`config.mk`:
```
export PLATFORM = sky130hd
export DESIGN_NAME = mul_wb_arbiter_flat
export DESIGN_NICKNAME = d
export VERILOG_FILES = /design/src/rtl/mul_wb_arbiter_if.sv /design/src/rtl/mul_wb_arbiter.sv /design/src/flat_wrapper.sv
export SDC_FILE = /design/constraint.sdc
export NUM_CORES = 1
export LEC_CHECK = 0
export BUFFER_PORTS_ARGS = -buffer_cell sky130_fd_sc_hd__buf_2
export CORE_ASPECT_RATIO = 0.7
export CORE_MARGIN = 2
export CORE_UTILIZATION = 61
export CTS_CLUSTER_DIAMETER = 50
export DETAILED_ROUTE_END_ITERATION = 10
export PLACE_DENSITY = 0.8
export SLEW_MARGIN = 20
export SYNTH_ARGS = -nofsm -noshare
export SYNTH_HDL_FRONTEND = slang
export SYNTH_SLANG_ARGS = --single-unit
```
`constraint.sdc`:
```
create_clock -name clk -period 3.8 [get_ports clk]
set_input_delay 0.76 -clock clk [delete_from_list [all_inputs] [get_ports clk]]
set_output_delay 0.76 -clock clk [all_outputs]
set_load 0.005 [all_outputs]
```
`src/rtl/mul_wb_arbiter_if.sv`:
```
// Writeback arbiter bus: ALU result input, multiplier issue/result input,
// register-file write port and the sticky protocol-error flag.
interface mul_wb_arbiter_if #(
    parameter int ARCH_LEN = 32
);
    logic                alu_valid;
    logic [4:0]          alu_rd;
    logic [ARCH_LEN-1:0] alu_data;
    logic                alu_stall;
    logic                mul_issue;
    logic                mul_issue_ready;
    logic                mul_valid;
    logic [4:0]          mul_rd;
    logic [ARCH_LEN-1:0] mul_data;
    logic                wb_valid;
    logic [4:0]          wb_rd;
    logic [ARCH_LEN-1:0] wb_data;
    logic                wb_src;
    logic                proto_err;

    // Execute stage / environment side.
    modport master (
        output alu_valid, alu_rd, alu_data,
        output mul_issue, mul_valid, mul_rd, mul_data,
        input  alu_stall, mul_issue_ready,
        input  wb_valid, wb_rd, wb_data, wb_src, proto_err
    );

    // Arbiter side.
    modport slave (
        input  alu_valid, alu_rd, alu_data,
        input  mul_issue, mul_valid, mul_rd, mul_data,
        output alu_stall, mul_issue_ready,
        output wb_valid, wb_rd, wb_data, wb_src, proto_err
    );
endinterface

```
`src/rtl/mul_wb_arbiter.sv`:
```
// Writeback arbiter: merges single-cycle ALU results and pipelined multiplier
// results onto one registered register-file write port. Multiplier results
// that lose arbitration wait in a small FIFO; issue credits guarantee the FIFO
// never overflows, and a starvation counter eventually forces a FIFO drain
// by stalling the ALU for one cycle.
module mul_wb_arbiter #(
    parameter int ARCH_LEN       = 32,
    parameter int MUL_FIFO_DEPTH = 8,
    parameter int STARVE_LIMIT   = 8
) (
    input logic             clk,
    input logic             rst,
    mul_wb_arbiter_if.slave bus
);
    localparam int PTR_W = $clog2(MUL_FIFO_DEPTH);
    localparam int CNT_W = PTR_W + 1;
    // One extra bit so issue/return arithmetic can exceed the depth before saturation.
    localparam int CRD_W = CNT_W + 1;
    localparam int STV_W = $clog2(STARVE_LIMIT + 1);

    localparam logic [CNT_W-1:0] DEPTH_C     = CNT_W'(MUL_FIFO_DEPTH);
    localparam logic [CRD_W-1:0] DEPTH_EXT_C = CRD_W'(MUL_FIFO_DEPTH);
    localparam logic [STV_W-1:0] LIMIT_C     = STV_W'(STARVE_LIMIT);

    typedef struct packed {
        logic [4:0]          rd;
        logic [ARCH_LEN-1:0] data;
    } entry_t;

    typedef enum logic [2:0] {
        SEL_NONE   = 3'd0,
        SEL_DRAIN  = 3'd1,
        SEL_ALU    = 3'd2,
        SEL_FIFO   = 3'd3,
        SEL_BYPASS = 3'd4
    } sel_t;

    // Registered state
    entry_t              mem_r [MUL_FIFO_DEPTH];
    logic [PTR_W-1:0]    wr_ptr_r;
    logic [PTR_W-1:0]    rd_ptr_r;
    logic [CNT_W-1:0]    fifo_cnt_r;
    logic [CNT_W-1:0]    credit_cnt_r;
    logic [STV_W-1:0]    starve_cnt_r;
    logic                proto_err_r;
    logic                wb_valid_r;
    logic [4:0]          wb_rd_r;
    logic [ARCH_LEN-1:0] wb_data_r;
    logic                wb_src_r;

    // Combinational decisions
    logic                fifo_empty_s;
    logic                fifo_full_s;
    logic                force_drain_s;
    logic                alu_live_s;
    logic                mul_live_s;
    logic                mul_x0_s;
    sel_t                sel_s;
    logic                pop_s;
    logic                bypass_s;
    logic                push_req_s;
    logic                push_s;
    logic                overflow_s;
    entry_t              head_s;
    entry_t              push_entry_s;
    logic                issue_ok_s;
    logic                issue_err_s;
    logic [CRD_W-1:0]    ret_s;
    logic [CRD_W-1:0]    credit_sum_s;
    logic [CNT_W-1:0]    credit_next_s;
    logic                credit_err_s;
    logic [STV_W-1:0]    starve_next_s;
    logic [CNT_W-1:0]    fifo_cnt_next_s;
    logic                wb_fire_s;
    logic [4:0]          wb_rd_next_s;
    logic [ARCH_LEN-1:0] wb_data_next_s;
    logic                wb_src_next_s;
    logic                proto_err_next_s;

    // Pick this cycle's writeback source and derive FIFO push/pop.
    always_comb begin
        fifo_empty_s  = (fifo_cnt_r == {CNT_W{1'b0}});
        fifo_full_s   = (fifo_cnt_r == DEPTH_C);
        force_drain_s = (starve_cnt_r == LIMIT_C) && !fifo_empty_s;
        alu_live_s    = bus.alu_valid && (bus.alu_rd != 5'd0);
        mul_live_s    = bus.mul_valid && (bus.mul_rd != 5'd0);
        mul_x0_s      = bus.mul_valid && (bus.mul_rd == 5'd0);
        head_s        = mem_r[rd_ptr_r];
        push_entry_s  = '{rd: bus.mul_rd, data: bus.mul_data};

        if (force_drain_s) begin
            sel_s = SEL_DRAIN;
        end else if (alu_live_s) begin
            sel_s = SEL_ALU;
        end else if (!fifo_empty_s) begin
            sel_s = SEL_FIFO;
        end else if (mul_live_s) begin
            sel_s = SEL_BYPASS;
        end else begin
            sel_s = SEL_NONE;
        end

        pop_s      = (sel_s == SEL_DRAIN) || (sel_s == SEL_FIFO);
        bypass_s   = (sel_s == SEL_BYPASS);
        // A non-bypassed, non-x0 multiplier result must be buffered.
        push_req_s = mul_live_s && !bypass_s;
        push_s     = push_req_s && !fifo_full_s;
        overflow_s = push_req_s && fifo_full_s;

        fifo_cnt_next_s = fifo_cnt_r + CNT_W'(push_s) - CNT_W'(pop_s);
    end

    // Next register-file write: winner's payload, or hold address/data when idle.
    always_comb begin
        case (sel_s)
            SEL_DRAIN, SEL_FIFO: begin
                wb_fire_s      = 1'b1;
                wb_rd_next_s   = head_s.rd;
                wb_data_next_s = head_s.data;
                wb_src_next_s  = 1'b1;
            end
            SEL_ALU: begin
                wb_fire_s      = 1'b1;
                wb_rd_next_s   = bus.alu_rd;
                wb_data_next_s = bus.alu_data;
                wb_src_next_s  = 1'b0;
            end
            SEL_BYPASS: begin
                wb_fire_s      = 1'b1;
                wb_rd_next_s   = bus.mul_rd;
                wb_data_next_s = bus.mul_data;
                wb_src_next_s  = 1'b1;
            end
            default: begin
                wb_fire_s      = 1'b0;
                wb_rd_next_s   = wb_rd_r;
                wb_data_next_s = wb_data_r;
                wb_src_next_s  = wb_src_r;
            end
        endcase
    end

    // Credit, starvation and protocol-error next-state logic.
    always_comb begin
        issue_ok_s  = bus.mul_issue && (credit_cnt_r != {CNT_W{1'b0}});
        issue_err_s = bus.mul_issue && (credit_cnt_r == {CNT_W{1'b0}});
        // A FIFO pop and an x0 drop can coincide, returning two credits.
        ret_s        = CRD_W'(pop_s) + CRD_W'(bypass_s) + CRD_W'(mul_x0_s);
        credit_sum_s = {1'b0, credit_cnt_r} + ret_s - CRD_W'(issue_ok_s);

        if (credit_sum_s > DEPTH_EXT_C) begin
            credit_err_s  = 1'b1;
            credit_next_s = DEPTH_C;
        end else begin
            credit_err_s  = 1'b0;
            credit_next_s = credit_sum_s[CNT_W-1:0];
        end

        if (fifo_empty_s || pop_s) begin
            starve_next_s = {STV_W{1'b0}};
        end else if (starve_cnt_r != LIMIT_C) begin
            starve_next_s = starve_cnt_r + STV_W'(1);
        end else begin
            starve_next_s = starve_cnt_r;
        end

        proto_err_next_s = proto_err_r | issue_err_s | credit_err_s | overflow_s;
    end

    // FIFO storage and pointers; pointers wrap naturally at the power-of-two depth.
    always_ff @(posedge clk or negedge rst) begin
        if (!rst) begin
            for (int i = 0; i < MUL_FIFO_DEPTH; i++) begin
                mem_r[i] <= '0;
            end
            wr_ptr_r   <= {PTR_W{1'b0}};
            rd_ptr_r   <= {PTR_W{1'b0}};
            fifo_cnt_r <= {CNT_W{1'b0}};
        end else begin
            if (push_s) begin
                mem_r[wr_ptr_r] <= push_entry_s;
                wr_ptr_r        <= wr_ptr_r + PTR_W'(1);
            end
            if (pop_s) begin
                rd_ptr_r <= rd_ptr_r + PTR_W'(1);
            end
            fifo_cnt_r <= fifo_cnt_next_s;
        end
    end

    // Credit counter, starvation counter and sticky protocol-error flag.
    always_ff @(posedge clk or negedge rst) begin
        if (!rst) begin
            credit_cnt_r <= DEPTH_C;
            starve_cnt_r <= {STV_W{1'b0}};
            proto_err_r  <= 1'b0;
        end else begin
            credit_cnt_r <= credit_next_s;
            starve_cnt_r <= starve_next_s;
            proto_err_r  <= proto_err_next_s;
        end
    end

    // Registered register-file write port.
    always_ff @(posedge clk or negedge rst) begin
        if (!rst) begin
            wb_valid_r <= 1'b0;
            wb_rd_r    <= 5'd0;
            wb_data_r  <= {ARCH_LEN{1'b0}};
            wb_src_r   <= 1'b0;
        end else begin
            wb_valid_r <= wb_fire_s;
            wb_rd_r    <= wb_rd_next_s;
            wb_data_r  <= wb_data_next_s;
            wb_src_r   <= wb_src_next_s;
        end
    end

    // The stall and ready flags decode registered state only, so they carry
    // no combinational path from this cycle's inputs.
    assign bus.alu_stall       = force_drain_s;
    assign bus.mul_issue_ready = (credit_cnt_r != {CNT_W{1'b0}});
    assign bus.wb_valid        = wb_valid_r;
    assign bus.wb_rd           = wb_rd_r;
    assign bus.wb_data         = wb_data_r;
    assign bus.wb_src          = wb_src_r;
    assign bus.proto_err       = proto_err_r;

endmodule

```
`src/flat_wrapper.sv`:
```
// flat-port wrapper written by rule: the top's interface ports become plain ports
module mul_wb_arbiter_flat 
#(
    parameter int ARCH_LEN       = 32,
    parameter int MUL_FIFO_DEPTH = 8,
    parameter int STARVE_LIMIT   = 8
)
  (clk, rst, bus_alu_valid, bus_alu_rd, bus_alu_data, bus_mul_issue, bus_mul_valid, bus_mul_rd, bus_mul_data, bus_alu_stall, bus_mul_issue_ready, bus_wb_valid, bus_wb_rd, bus_wb_data, bus_wb_src, bus_proto_err);
  mul_wb_arbiter_if #(.ARCH_LEN(ARCH_LEN)) bus_i ();
  input logic clk;
  input logic rst;
  input wire logic [$bits(bus_i.alu_valid)-1:0] bus_alu_valid;
  input wire logic [$bits(bus_i.alu_rd)-1:0] bus_alu_rd;
  input wire logic [$bits(bus_i.alu_data)-1:0] bus_alu_data;
  input wire logic [$bits(bus_i.mul_issue)-1:0] bus_mul_issue;
  input wire logic [$bits(bus_i.mul_valid)-1:0] bus_mul_valid;
  input wire logic [$bits(bus_i.mul_rd)-1:0] bus_mul_rd;
  input wire logic [$bits(bus_i.mul_data)-1:0] bus_mul_data;
  output wire logic [$bits(bus_i.alu_stall)-1:0] bus_alu_stall;
  output wire logic [$bits(bus_i.mul_issue_ready)-1:0] bus_mul_issue_ready;
  output wire logic [$bits(bus_i.wb_valid)-1:0] bus_wb_valid;
  output wire logic [$bits(bus_i.wb_rd)-1:0] bus_wb_rd;
  output wire logic [$bits(bus_i.wb_data)-1:0] bus_wb_data;
  output wire logic [$bits(bus_i.wb_src)-1:0] bus_wb_src;
  output wire logic [$bits(bus_i.proto_err)-1:0] bus_proto_err;
  assign bus_i.alu_valid = bus_alu_valid;
  assign bus_i.alu_rd = bus_alu_rd;
  assign bus_i.alu_data = bus_alu_data;
  assign bus_i.mul_issue = bus_mul_issue;
  assign bus_i.mul_valid = bus_mul_valid;
  assign bus_i.mul_rd = bus_mul_rd;
  assign bus_i.mul_data = bus_mul_data;
  assign bus_alu_stall = bus_i.alu_stall;
  assign bus_mul_issue_ready = bus_i.mul_issue_ready;
  assign bus_wb_valid = bus_i.wb_valid;
  assign bus_wb_rd = bus_i.wb_rd;
  assign bus_wb_data = bus_i.wb_data;
  assign bus_wb_src = bus_i.wb_src;
  assign bus_proto_err = bus_i.proto_err;
  mul_wb_arbiter #(.ARCH_LEN(ARCH_LEN), .MUL_FIFO_DEPTH(MUL_FIFO_DEPTH), .STARVE_LIMIT(STARVE_LIMIT)) u_core (.clk(clk), .rst(rst), .bus(bus_i));
endmodule
```
-- Yosys cells after proc, flatten, opt, wreduce, memory -nomap -nowiden
Cells that the tools add are included.
- output and inout port bits: 42
- word-level logic and storage cells: 96
- flip-flop bits (word level): 354
- input port bits: 79
- eq/ne operators: 7
- bitwise gates (word level): 5
- reduce and logical (&&, ||, !) cells: 27
- order comparisons: 4
- muxes and demuxes: 18
- add/subtract/negate cells: 9
- operator list (kind ; number):
    $bwmux W296 ; 1
    $bmux W37 S3 ; 1
    $demux W37 S3 ; 1
    $mux W37 ; 3
    $pmux W32 S3 ; 1
    $pmux W5 S3 ; 1
    $mux W3 ; 4
    $mux W4 ; 3
    $logic_and A1 B1 Y1 ; 10
    $reduce_bool A5 Y1 ; 2
    $eq A4 B4 Y1 const B ; 2
    $ge A4 B4 Y1 const B ; 2
    $logic_not A4 Y1 ; 2
    $not A3 Y4 ; 2
    $add A3 B1 Y3 const B ; 2
    $eq A3 B2 Y1 const B ; 2
    $add A4 B5 Y5 ; 1
    $add A5 B1 Y5 ; 1
    $gt A5 B4 Y1 const B ; 1
    $logic_not A5 Y1 ; 1
    $sub A5 B1 Y5 ; 1
    $add A4 B1 Y4 ; 1
    $add A4 B1 Y4 const B ; 1
    $lt A4 B1 Y1 const B ; 1
    other kinds (16) ; 23

-- Longest topological paths before layout
- word-level depth: 16
- mapped depth: 17

-- Worst setup path before layout
Ideal clock, no wire load.
- path type: in2reg
- start: input port bus_mul_rd[1]
- end: register u_core.credit_cnt_r[1]
- library setup time: 0.120 ns
- stages: 13
- buffers on the path: 1
- slack: 0.177 ns
- data required time: 3.680 ns
- data arrival time: 3.503 ns
- path through: or3_1 > o31ai_4 > clkbuf_1 > nor2_1 > ha_1 > inv_1 > fa_1 > inv_1 > fa_1 > a21oi_1 > o21bai_1 > xnor2_1 > and3_1
- longest elaborated chain between the ends: 14
- elaborated cells on any way between the ends: 18
- those cells by class: add/sub: 4; order compare: 1; eq/ne: 3; mux: 5; reduce/logical: 5
- ends and longest elaborated chain (item ; line ; source):
    from (decl) ; flat_wrapper.sv:17 ; input wire logic [$bits(bus_i.mul_rd)-1:0] bus_mul_rd;
    $reduce_bool A5 Y1 ; mul_wb_arbiter.sv:86 ; mul_live_s = bus.mul_valid && (bus.mul_rd != 5'd0);
    $logic_and A1 B1 Y1 ; mul_wb_arbiter.sv:86 ;
    $mux W3 ; mul_wb_arbiter.sv:97 ; end else if (mul_live_s) begin
    $mux W3 ; mul_wb_arbiter.sv:95 ; end else if (!fifo_empty_s) begin
    $mux W3 ; mul_wb_arbiter.sv:93 ; end else if (alu_live_s) begin
    $mux W3 ; mul_wb_arbiter.sv:91 ; if (force_drain_s) begin
    $eq A3 B1 Y1 or $eq A3 B2 Y1 (tied branches) ; mul_wb_arbiter.sv:103 ; pop_s = (sel_s == SEL_DRAIN) || (sel_s == SEL_FIFO);
    $logic_or A1 B1 Y1 ; mul_wb_arbiter.sv:103 ;
    $add A1 B1 Y2 ; mul_wb_arbiter.sv:148 ; ret_s = CRD_W'(pop_s) + CRD_W'(bypass_s) + CRD_W'(mul_x0_s);
    $add A5 B1 Y5 * ; mul_wb_arbiter.sv:148 ;
    $add A4 B5 Y5 * ; mul_wb_arbiter.sv:149 ; credit_sum_s = {1'b0, credit_cnt_r} + ret_s - CRD_W'(issue_ok_s);
    $sub A5 B1 Y5 * ; mul_wb_arbiter.sv:149 ;
    $gt A5 B4 Y1 ; mul_wb_arbiter.sv:151 ; if (credit_sum_s > DEPTH_EXT_C) begin
    $mux W4 * ; mul_wb_arbiter.sv:151 ;
    via u_core.credit_next_s[1] ; mul_wb_arbiter.sv:70 ; logic [CNT_W-1:0] credit_next_s;
    to (signal assigned) ; mul_wb_arbiter.sv:198 ; credit_cnt_r <= credit_next_s;
    to (decl) ; mul_wb_arbiter.sv:43 ; logic [CNT_W-1:0] credit_cnt_r;
Mark *: on every way through the listed nets, which the timed path passes. The rest lies on a longest branch.
A chain may end at the register's enable or synchronous reset.

-- Worst setup path after layout
- start: register u_core.fifo_cnt_r[2]
- end: register u_core.credit_cnt_r[2]
- longest elaborated chain between the ends: 12
- elaborated cells on any way between the ends: 16
- those cells by class: add/sub: 4; order compare: 1; eq/ne: 3; mux: 4; reduce/logical: 4
- ends and longest elaborated chain (item ; line ; source):
    from (decl) ; mul_wb_arbiter.sv:42 ; logic [CNT_W-1:0] fifo_cnt_r;
    from (signal assigned) ; mul_wb_arbiter.sv:178 ; fifo_cnt_r <= {CNT_W{1'b0}};
    from (signal assigned) ; mul_wb_arbiter.sv:187 ; fifo_cnt_r <= fifo_cnt_next_s;
    $logic_not A4 Y1 * ; mul_wb_arbiter.sv:82 ; fifo_empty_s = (fifo_cnt_r == {CNT_W{1'b0}});
    $mux W3 or $logic_not A1 Y1 (tied branches) ; mul_wb_arbiter.sv:95, mul_wb_arbiter.sv:84 ;
    $mux W3 or $logic_and A1 B1 Y1 (tied branches) ; mul_wb_arbiter.sv:93, mul_wb_arbiter.sv:84 ;
    $mux W3 * ; mul_wb_arbiter.sv:91 ;
    $eq A3 B1 Y1 or $eq A3 B2 Y1 (tied branches) ; mul_wb_arbiter.sv:103 ;
    $logic_or A1 B1 Y1 * ; mul_wb_arbiter.sv:103 ;
    via u_core.pop_s ; mul_wb_arbiter.sv:59 ; logic pop_s;
    $add A1 B1 Y2 * ; mul_wb_arbiter.sv:148 ;
    $add A5 B1 Y5 * ; mul_wb_arbiter.sv:148 ;
    $add A4 B5 Y5 * ; mul_wb_arbiter.sv:149 ;
    $sub A5 B1 Y5 * ; mul_wb_arbiter.sv:149 ;
    $gt A5 B4 Y1 ; mul_wb_arbiter.sv:151 ;
    $mux W4 * ; mul_wb_arbiter.sv:151 ;
    via u_core.credit_next_s[2] ; mul_wb_arbiter.sv:70 ;
Marks and branches as above.

==> impl_metrics.yaml <==
critical_path:
  cp_data_arrival_time_ns: 3.71
  cp.buffers_inverters: 3
  critical_path_class: "reg2reg"
  end_kind: "register"
  slowest_delay_ns: 0.36
  cpMaxStageDelayCell: "dfrtp_1"
  worstPathRequired_ns: 4.24
  cp_top_family: "simple AND/OR/NAND/NOR gates"
  worstPathCellList: "inv_1 -> ha_1 -> nor3b_1 -> or3_2 -> inv_1 -> nor2_1 -> inv_1 -> ha_1 -> xnor2_1 -> ha_1 -> nor2b_1 -> o21ai_0 -> a21boi_0 -> or2_2 -> nor3_1"
  path_max_fanout: 3
  start_kind: "register"
global_route:
  grt_overflow_total: 0
  grt_first_pass_wirelength_um: 60700
  grt_pass1_vias: 10600
  antenna_found_initial: 3
  grt_max_degree: 93
  grt_usage: 0.274
clocking:
  ctsHoldBuffers: 0
  cts_tree: "done"
  clkSinkCount: 354
  htreeDepth: 2
  numCtsBuffers: 36
  cts.clk_slew.worst_paths_ns: 0.06
  cts-root-buf: "clkbuf_16"
  clk-insertion-delay-late_ns: 0.54
  post_cts_buffers: 0
  ctsResizeCount: 0
  clk_path_buf_depth: 3
status:
  status: "completed"
route:
  wl_per_cell_um: 23.5
  routed_wl_um: 38000
  vias: 10200
  drc_errors: 0
  dr.pass1.iters: 5
  ant_nets: 0
  drtIter0Drc: 800
  via_per_inst: 6.28
floorplanning:
  dieArea_mm2: 0.0289
  io_pins: 121
  dieWidth_um: 202
  start_util: 0.623
  die_height_um: 143
  rows: 50
  core_area_mm2: 0.0269
sta:
  setup-tns-final_ns: 0
  finalSetupViolCount: 0
  hold_violations: 0
  rsz0062_at_grt: "false"
  fmax_mhz: 306
  drv_slew: 0
  relSlewSlack: 0.470
  tightest_slew_ns: 0.795
  fin_crit_ns: 3.27
  post-route-period-util: 0.861
  fin_worst_skew_ns: 0.0183
finish:
  fin_nets: 1329
  syn2layout_area_growth_pct: 13.3
  antenna_cells: 0
  final_cells: 1617
  fin_area_mm2: 0.0190
  n_fill_cell: 1817
  drive_above_1_share: 0.461
place:
  port-buffer-count: 120
  dpl-instance-area_mm2: 0.0179
  dp.cells: 1556
  hpwl_um: 23000
  gp_congestion: 0.809
logic_synthesis:
  syn_nets: 1213
  synth_enable_flop_cells: 0
  synthCells: 1114
  ys_seq_elements: 354
  synth_ff_type: "dfrtp_1"
  syn_area_per_cell_um2: 15.1
  synth-seq-area-share: 0.528
  synth_area_mm2: 0.0168
  synth.distinct_cells: 47
  async_flop_share: 1.00
  ys.warnings.count: 0
pwr:
  cellLeakagePower_nw: 8.43
  ir_worst_vdd_mv: 0.479
  p_per_area_mw_per_mm2: 878
worst_hold_path:
  holdCritPathClass: "in2async"
flow_run:
  maxCapViolCount: 0
synth_stat cells (all sizes together) (2+ instances only):
master	n	area (um2)
a21oi	3	15.0
and2	2	12.5
and3	3	18.8
buf	41	294
clkbuf	42	158
dfrtp	353	8830
fa	3	60.1
ha	17	213
inv	22	82.6
mux2	298	3580
mux2i	37	370
mux4	74	1670
nand2	8	30.0
nand3	38	190
nand3b	2	15.0
nand4	2	18.8
nand4b	3	26.3
nor2	44	165
nor3	3	15.0
nor3b	8	71.3
nor4	3	18.8
nor4bb	2	20.0
o21a	39	293
o21ai	2	10.0
o221ai	37	324
or2	2	12.5
or3	2	12.5
or4b	2	20.0
xnor2	8	70.1
xor2	4	35.0
routing by layer:
metal,routed length [um],vias up,track usage
met5,27,-,0
met4,621,4,0.0707
met3,1920,55,0.0447
met2,18000,260,0.435
met1,17500,5461,0.401
li1,-,4381,-
per-stage QoR:
step / hold WS [ns] / setup WS, ns / power (mW) / utilization
2_1_floorplan: 0.450 / 0.177 / 11.5 / -
3_3_place_gp: 0.466 / 0.311 / 12.9 / 0.664
3_5_place_dp: 0.467 / 0.135 / 13.2 / 0.664
4_1_cts: 0.273 / 0.524 / 16.8 / 0.706
5_1_grt: 0.283 / 0.244 / 17.6 / 0.706
6_report: 0.220 / 0.528 / 16.7 / 0.706
cell usage in the layout, fill, tap and decap left out, types with 6 or more instances in the layout:
cell	instances
buf_12	9
buf_2	119
buf_4	32
clkbuf_1	6
clkbuf_16	36
clkbuf_8	7
dfrtp_1	350
ha_1	17
inv_1	22
mux2_1	29
mux2_2	209
mux2_4	60
mux2i_1	37
mux4_2	74
nand2_1	8
nand3_1	38
nor2_1	44
nor3b_1	7
o21a_1	37
o221ai_1	37
xnor2_1	8
layout make-up:
class                           instances  area [um2]  area share
Clock buffer                           49        1020      0.0537
Sequential cell                       354        8870       0.467
Timing Repair Buffer                  161        1030      0.0543
Clock inverter                         12         119     0.00626
Tap cell                              364         455      0.0240
Multi-Input combinational cell        655        7430       0.391
Inverter                               22        82.6     0.00435
cells by family after synthesis:
| logic type | share of synthesized area |
|---|---|
| XOR/XNOR | 0.00627 |
| AND/OR/NAND/NOR | 0.0405 |
| AO/OA/AOI/OAI | 0.0418 |
| flip-flops | 0.528 |
| buffers and inverters | 0.0319 |
| multiplexers | 0.335 |
| adder cells (fa/ha/maj) | 0.0163 |
final timing paths:
check,startpoint,endpoint,slack [ns],cells past startpoint
max,u_core.fifo_cnt_r[2]$_DFF_PN0_,u_core.credit_cnt_r[2]$_DFF_PN0_,0.53,15
min,rst,u_core.starve_cnt_r[0]$_DFFE_PN0P_,0.22,1
max reg2reg,u_core.fifo_cnt_r[2]$_DFF_PN0_,u_core.credit_cnt_r[2]$_DFF_PN0_,0.53,15
min reg2reg,u_core.bus.wb_src$_DFFE_PN0P_,u_core.bus.wb_src$_DFFE_PN0P_,0.48,2
max in group asynchronous,rst,u_core.bus.wb_data[11]$_DFFE_PN0P_,2.54,2
min in group clk,u_core.bus.wb_src$_DFFE_PN0P_,u_core.bus.wb_src$_DFFE_PN0P_,0.48,2
state kept, by name, summed over array words and instances, names as in the netlist:
register / flops
u_core.wr_ptr_r: 3
u_core.mem_r: 296
u_core.bus.wb_data: 32
u_core.bus.wb_rd: 5
u_core.rd_ptr_r: 3
u_core.bus.wb_src: 1
u_core.fifo_cnt_r: 4
u_core.starve_cnt_r: 4
u_core.credit_cnt_r: 4
u_core.bus.wb_valid: 1
u_core.bus.proto_err: 1
power by group:
part	switching (mW)	internal, mW
clock network	1.49	1.97
registers	1.25	5.66
logic	2.40	3.92
total	5.14	11.5
worst reg2reg max path: stages, from the launching register on:
cell and delay (ns):
dfrtp_1 0.36, inv_1 0.11, ha_1 0.21, nor3b_1 0.35
or3_2 0.20, inv_1 0.05, nor2_1 0.14, inv_1 0.07
ha_1 0.19, xnor2_1 0.26, ha_1 0.28, nor2b_1 0.13
o21ai_0 0.18, a21boi_0 0.18, or2_2 0.34, nor3_1 0.15
(Power assumes the default switching activity.)
